--- src/rtl/booth_mul_iter.sv ---
// Iterative radix-4 Booth multiplier, 32x32 -> 64 (signed or unsigned operands).
// Latency: 17 CALC cycles after accept, or 1..17 with BOOTH_MUL_EARLY_EXIT_EN defined.
// Backpressure: holds result in DONE until out_ready; in_ready only in IDLE; cancel flushes.
//
// Ports:
//   clk, reset (async, active-high), cancel (flush, highest priority)
//   in_valid/in_ready, mul_signed, src1 (multiplicand X), src2 (multiplier Y)
//   out_valid/out_ready, result (64-bit product mod 2^64), busy (state != IDLE)
//
// Optional build macro: BOOTH_MUL_EARLY_EXIT_EN -- finish as soon as every
// remaining Booth digit is zero.

module booth_mul_iter (
  input  logic        clk,
  input  logic        reset,
  input  logic        cancel,
  input  logic        in_valid,
  output logic        in_ready,
  input  logic        mul_signed,
  input  logic [31:0] src1,
  input  logic [31:0] src2,
  output logic        out_valid,
  input  logic        out_ready,
  output logic [63:0] result,
  output logic        busy
);

  typedef enum logic [1:0] {IDLE, CALC, DONE} state_t;

  state_t      state, state_nxt;
  logic [33:0] x34;
  logic [33:0] y34;
  logic [63:0] acc;
  logic [4:0]  cnt;

  // Multiplier with the implicit y[-1]=0 appended at bit 0, so group cnt
  // lives at bits [2*cnt+2 : 2*cnt].
  logic [34:0] yext;
  logic [5:0]  sh;
  logic [2:0]  grp;
  logic [33:0] x2;
  logic [33:0] pp34;
  logic        neg;
  logic [63:0] pp64;
  logic [63:0] acc_sum;
  logic        early_done;

  assign yext = {y34, 1'b0};
  assign sh   = {cnt, 1'b0};
  assign grp  = 3'(yext >> sh);
  // x34 is an extension of a 32-bit value, so 2X still fits in 34 bits.
  assign x2   = {x34[32:0], 1'b0};

  // Booth digit decode; negative digits are ~term with a +1 carry at the
  // digit's weight instead of a full two's-complement negate.
  always_comb begin
    pp34 = '0;
    neg  = 1'b0;
    case (grp)
      3'b001, 3'b010: pp34 = x34;
      3'b011:         pp34 = x2;
      3'b100: begin   pp34 = ~x2;  neg = 1'b1; end
      3'b101, 3'b110: begin pp34 = ~x34; neg = 1'b1; end
      default:        pp34 = '0;
    endcase
  end

  assign pp64    = {{30{pp34[33]}}, pp34};
  assign acc_sum = acc + (pp64 << sh) + (64'(neg) << sh);

`ifdef BOOTH_MUL_EARLY_EXIT_EN
  // Remaining digits are all zero once y[33:2*cnt-1] is a run of equal bits.
  logic [34:0] y_rem;
  logic [34:0] ones_rem;
  assign y_rem      = yext >> sh;
  assign ones_rem   = {35{1'b1}} >> sh;
  assign early_done = (y_rem == '0) || (y_rem == ones_rem);
`else
  assign early_done = 1'b0;
`endif

  // State register
  always_ff @(posedge clk or posedge reset) begin
    if (reset) state <= IDLE;
    else       state <= state_nxt;
  end

  // Next-state logic
  always_comb begin
    state_nxt = state;
    case (state)
      IDLE: if (in_valid) state_nxt = CALC;
      CALC: if (early_done || cnt == 5'd16) state_nxt = DONE;
      DONE: if (out_ready) state_nxt = IDLE;
      default: state_nxt = IDLE;
    endcase
    if (cancel) state_nxt = IDLE;
  end

  // Datapath
  always_ff @(posedge clk or posedge reset) begin
    if (reset) begin
      x34 <= '0;
      y34 <= '0;
      acc <= '0;
      cnt <= '0;
    end else if (cancel) begin
      acc <= '0;
      cnt <= '0;
    end else begin
      case (state)
        IDLE: if (in_valid) begin
          x34 <= {{2{mul_signed & src1[31]}}, src1};
          y34 <= {{2{mul_signed & src2[31]}}, src2};
          acc <= '0;
          cnt <= '0;
        end
        CALC: if (!early_done) begin
          acc <= acc_sum;
          // Saturate at the last group rather than wrap.
          if (cnt != 5'd16) cnt <= cnt + 5'd1;
        end
        default: ;
      endcase
    end
  end

  assign in_ready  = (state == IDLE);
  assign busy      = (state != IDLE);
  assign out_valid = (state == DONE);
  assign result    = (state == DONE) ? acc : 64'd0;

endmodule

--- config.mk ---
export PLATFORM = sky130hd
export DESIGN_NAME = booth_mul_iter
export DESIGN_NICKNAME = d
export VERILOG_FILES = /design/src/rtl/booth_mul_iter.sv
export SDC_FILE = /design/constraint.sdc
export NUM_CORES = 1
export LEC_CHECK = 0
export ABC_CLOCK_PERIOD_IN_PS = 21700
export BUFFER_PORTS_ARGS = -buffer_cell sky130_fd_sc_hd__buf_2
export CAP_MARGIN = 20
export CORE_ASPECT_RATIO = 0.6
export CORE_MARGIN = 4
export CORE_UTILIZATION = 45
export DETAILED_ROUTE_END_ITERATION = 10
export SYNTH_ARGS = -nofsm -noshare
export SYNTH_HDL_FRONTEND = slang
export SYNTH_SLANG_ARGS = --single-unit
export TNS_END_PERCENT = 30
--- constraint.sdc ---
create_clock -name clk -period 21.7 [get_ports clk]
set_clock_uncertainty 0.15 [all_clocks]
set_input_delay 1.085 -clock clk [delete_from_list [all_inputs] [get_ports clk]]
set_output_delay 1.085 -clock clk [all_outputs]
set_load 0.1 [all_outputs]
# Yosys cells after proc, flatten, opt, wreduce, memory -nomap -nowiden
# Index checks and enable logic that the tools add are counted.
# totals
regBits	137
in_bits	70
output_inout_bits	67
word_cells	55
# classes
addsub	3
n_eq_ne	14
shift	3
muxes	15
bitwise	5
n_reduce_logical	10
# ops
operator	count
64-bit two-way mux	3
34-bit one-hot mux with 4 select lines	1
64-bit adder	2
64-bit one-hot mux with 2 select lines	1
34-bit NOT	2
1-bit by 6-bit left shift with 64-bit output	1
64-bit by 6-bit left shift with 64-bit output	1
35-bit by 6-bit >> shifter with 3-bit output	1
5-bit two-way mux	3
5-bit one-hot mux with 2 select lines	1
3-bit == test, second input constant	3
3-bit inequality test, second input constant	3
3-bit AND reduction	3
2-bit two-way mux	4
3-bit by 2-bit == test with 1-bit output, second input constant	2
2-bit one-hot mux with 3 select lines	1
5-bit by 1-bit adder with 5-bit output, second input constant	1
5-bit == test, second input constant	1
5-bit inequality test, second input constant	1
2-bit OR reduction	2
3-bit by 1-bit == test with 1-bit output, second input constant	1
3-bit by 2-bit inequality test with 1-bit output, second input constant	1
3-bit nonzero test	1
3-bit OR reduction	1
other kinds (8)	9

# Longest topological paths before layout
# depth
word_depth	9
ltp_mapped	32
depth_no_buf	27

# Least setup slack after synthesis
# No wires, ideal clock.
# synth_timing
path_kind	register to register
startpoint	reg cnt[1]
endpoint	reg acc[63]
setup_ns	0.077
arrival_ns	6.920
required_time_ns	21.473
setup_slack_ns	14.553
stages_incl_launch_ff	32
path_buffers	4
period_less_slack_ns	7.147
path_cell_list	dfrtp_1 > buf_6 > mux4_2 > a32oi_1 > o31ai_1 > nor2_1 > clkbuf_1 > clkbuf_1 > buf_2 > nand3_1 > o221ai_1 > mux2i_1 > mux2i_1 > nor2_1 > nor2_1 > nor2_1 > or3_1 > fa_1 > inv_1 > ha_1 > a21o_1 > a21o_1 > a211oi_1 > o21ai_0 > a221oi_1 > a21oi_1 > a21bo_2 > a311oi_1 > or3b_1 > o21ai_1 > a221oi_1 > o21ai_1
# synth_between
elab_chain_len	9
elab_cells_between_ends	18
cone_classes	add/sub: 2; eq/ne: 6; shift: 3; mux: 4; reduce/logical: 3
# synth_rtl
item	line_no	rtl
start: declaration	34	logic [4:0] cnt;
start signal: assignment	121	if (cnt != 5'd16) cnt <= cnt + 5'd1;
35-bit by 6-bit >> shifter with 3-bit output	50	assign grp = 3'(yext >> sh);
3-bit == test, or another cell as far along	59	case (grp)
2-bit OR reduction	59	
34-bit one-hot mux with 4 select lines	59	
64-bit by 6-bit left shift with 64-bit output	69	assign acc_sum = acc + (pp64 << sh) + (64'(neg) << sh);
64-bit adder	69	
64-bit adder *	69	
64-bit one-hot mux with 2 select lines *	111	case (state)
64-bit two-way mux *	107	end else if (cancel) begin
end signal: assignment	119	acc <= acc_sum;
end: declaration	33	logic [63:0] acc;
# Every way passes the cells marked *; elsewhere a longest branch is shown, timed or not.
# A chain may end at the register's enable or synchronous reset.

# Worst setup path in the final report
# layout_timing
startpoint	reg cnt[3]
endpoint	reg acc[40]
# The elaborated chain is that of the path after synthesis.

==> out/qor.yml <==
place:
  place_congestion: 0.990
  dp_hpwl_microns: 33100
  io_buffers: 136
cts:
  cts_resized: 0
  cts_tree: "done"
  cts_made_buffers: 17
  cts.sinks: 137
  ctsHoldBuffers: 0
  root_buffer: "clkbuf_16"
  clk_pin_slew_worst_paths_ps: 60
  clock_latency_ps: 460
  cts_setup_buffers: 0
  cts.htree.levels: 4
  ctsLongestPathBuffers: 2
detailed_routing:
  via_count: 12500
  drt_iter0_drc: 1273
  postRouteAntennaNets: 0
  viasPerCell: 5.95
  wl_per_cell_microns: 20.7
  detail_route.wirelength_microns: 43400
  drc: 0
  firstDrtPassIters: 6
pwr:
  p_int_w: 0.000922
  seqPwrFrac: 0.207
  pwr-share-comb: 0.631
  report.power.total_w: 0.00182
  p_sw_frac: 0.494
  pwr-share-clk: 0.162
  p_sw_w: 0.000898
  p_leak_nw: 7.37
  power.density_nw_per_um2: 119
  vdd_drop_max_v: 0.0000510
logic_synthesis:
  synthDistinctLibCells: 81
  syn-instance-count: 1577
  synthTopCellsByCount: "dfrtp_1, nand2_1, nor2_1"
  yosys_warnings: 0
  synth-edff-count: 0
  synth_top_cells_by_area: "dfrtp_1, ha_1, mux2_2"
  syn_avg_cell_area_sq_um: 8.66
  syn_area_sq_um: 13700
  synthMostInstantiatedCell: "dfrtp_1"
  ys_async_sr_fraction: 1.00
  yosysSeqAreaShare: 0.251
  synth_seq_cells: 137
  ys.flop_type: "dfrtp_1"
  synth.largest_area_cell: "dfrtp_1"
  synth_top_area_frac: 0.251
die:
  start_util: 0.457
  rows: 49
  io_pins: 137
  dieArea_sq_um: 33300
  die_h_microns: 143
  core-area_sq_um: 29900
  die_x_microns: 233
sta:
  holdWs_ps: 355
  finalHoldViolations: 0
  tns_ps: 0
  setup-violations-final: 0
  rsz0062_at_grt: "no"
  fin_crit_sh: 0.450
  worstMarginPinSlew_ps: 1180
  clock.fmax_ghz: 0.102
  layout_min_cycle_time_ps: 9770
  slew_headroom: 0.204
  drv_slew: 0
global_routing:
  grt_pass1_vias: 11400
  grt_pass1_wl_microns: 67800
  met3_usage: 0.0550
  grt.busiest_layer: "met1"
  grt_usage: 0.262
  use_met2: 0.358
  grt_max_degree: 73
  overflow: 0
  met1_usage: 0.420
  antenna_found_initial: 0
cells_and_area:
  nets: 1873
  n_antenna_cell: 0
  drive_gt1_frac: 0.178
  synthToLayoutAreaGrowth_pct: 11.7
run_status:
  status: "finished clean"
setup_path:
  critPathLaunch: "cnt[3]"
  cp_slowest_cell: "nor4b_1"
  cp_data_arrival_time_ps: 9930
  worstSetupPathType: "register to register"
  end_kind: "register"
  timing.rr.start: "cnt[3]"
  start_kind: "register"
  cpPeakStageDelay_ps: 1010
  crit_fanout: 72
  required_ps: 21860
job:
  cap_violations: 0
min_path:
  worstHoldStart: "acc[48]"
  hp-class: "register to register"
## critical path: cells and delay by family, from the launching register on
family	cells	cell delay [ps]
adders and majority gates	2	860
AOI/OAI and AO/OA	11	3260
buffers and inverters	2	600
xor gates and xnor gates	1	220
muxes	3	620
and+or+nand+nor	8	3410
DFF	1	420
## registers in the layout, summed over array words and instances (netlist names)
name and cells:
x34 33, cnt 5, y34 33, state 2, acc 64
## power groups by stage
stage | combinational [W] | clock (W) | sequential [W]
floorplan | 0.000839 | 0 | 0.000353
global placement | 0.00110 | 0 | 0.000380
detailed placement | 0.00111 | 0 | 0.000381
CTS | 0.00112 | 0.000300 | 0.000377
global route | 0.00126 | 0.000310 | 0.000387
finish | 0.00115 | 0.000295 | 0.000377
## per-stage QoR
| stage | cells | setup slack (ps) | area (sq um) | util |
|---|---|---|---|---|
| 5_1_grt | 2096 | 11610 | 15300 | 0.510 |
| 4_1_cts | 2095 | 12330 | 15200 | 0.509 |
| 3_3_place_gp | 2063 | 12440 | 14700 | 0.490 |
| 6_report | 2096 | 11930 | 15300 | 0.510 |
| 3_5_place_dp | 2063 | 12400 | 14700 | 0.490 |
| 2_1_floorplan | 1590 | 14550 | 13700 | - |
## final timing paths
| check | endpoint | slack [ps] | depth (start not counted) |
|---|---|---|---|
| max in group asynchronous | acc[49] | 19730 | 4 |
| hold reg to reg | acc[48] | 360 | 2 |
| hold / removal | acc[48] | 360 | 2 |
| min in group asynchronous | y34[11] | 560 | 2 |
| setup / recovery | acc[40] | 11930 | 27 |
| setup reg to reg | acc[40] | 11930 | 27 |
## cell type report
class / instances / area [sq um]
tap: 408 / 510
clock inverter: 11 / 114
multi-input combinational: 1271 / 9550
fill: 2895 / 14700
inverter: 93 / 354
timing repair buffer: 155 / 843
sequential: 137 / 3430
clock buffer: 21 / 460
## placed cells by master (no fill, tap or decap), types with 18 or more instances in the layout
cell	instances
a21o_1	38
a21oi_1	114
and2_1	74
buf_2	136
buf_4	18
dfrtp_1	135
fa_1	33
ha_1	95
inv_1	90
mux2_2	67
mux2i_1	69
nand2_1	130
nand3_1	52
nor2_1	118
o21ai_0	106
o21bai_1	19
o221ai_1	32
xnor2_1	60
xor2_1	28
## logic make-up (layout without fill, tap and decap cells)
kind of cell	Yosys count	count (layout)	synth area share
AND/OR/NAND/NOR	463	463	0.163
AO/OA/AOI/OAI	418	418	0.197
buffers and inverters	182	280	0.0556
multiplexers	155	155	0.137
flip-flops	137	137	0.251
adder cells (fa/ha/maj)	128	128	0.135
XOR/XNOR	92	92	0.0612
other	2	15	0.000550
## metal layers
| layer | part of all wire | vias up | routed length [microns] |
|---|---|---|---|
| met3 | 0.087 | 44 | 3800 |
| met2 | 0.40 | 527 | 17400 |
| met4 | 0.013 | 0 | 561 |
| met5 | 0 | - | 0 |
| met1 | 0.50 | 6065 | 21600 |
| li1 | - | 5837 | - |
(Power assumes the default switching activity.)
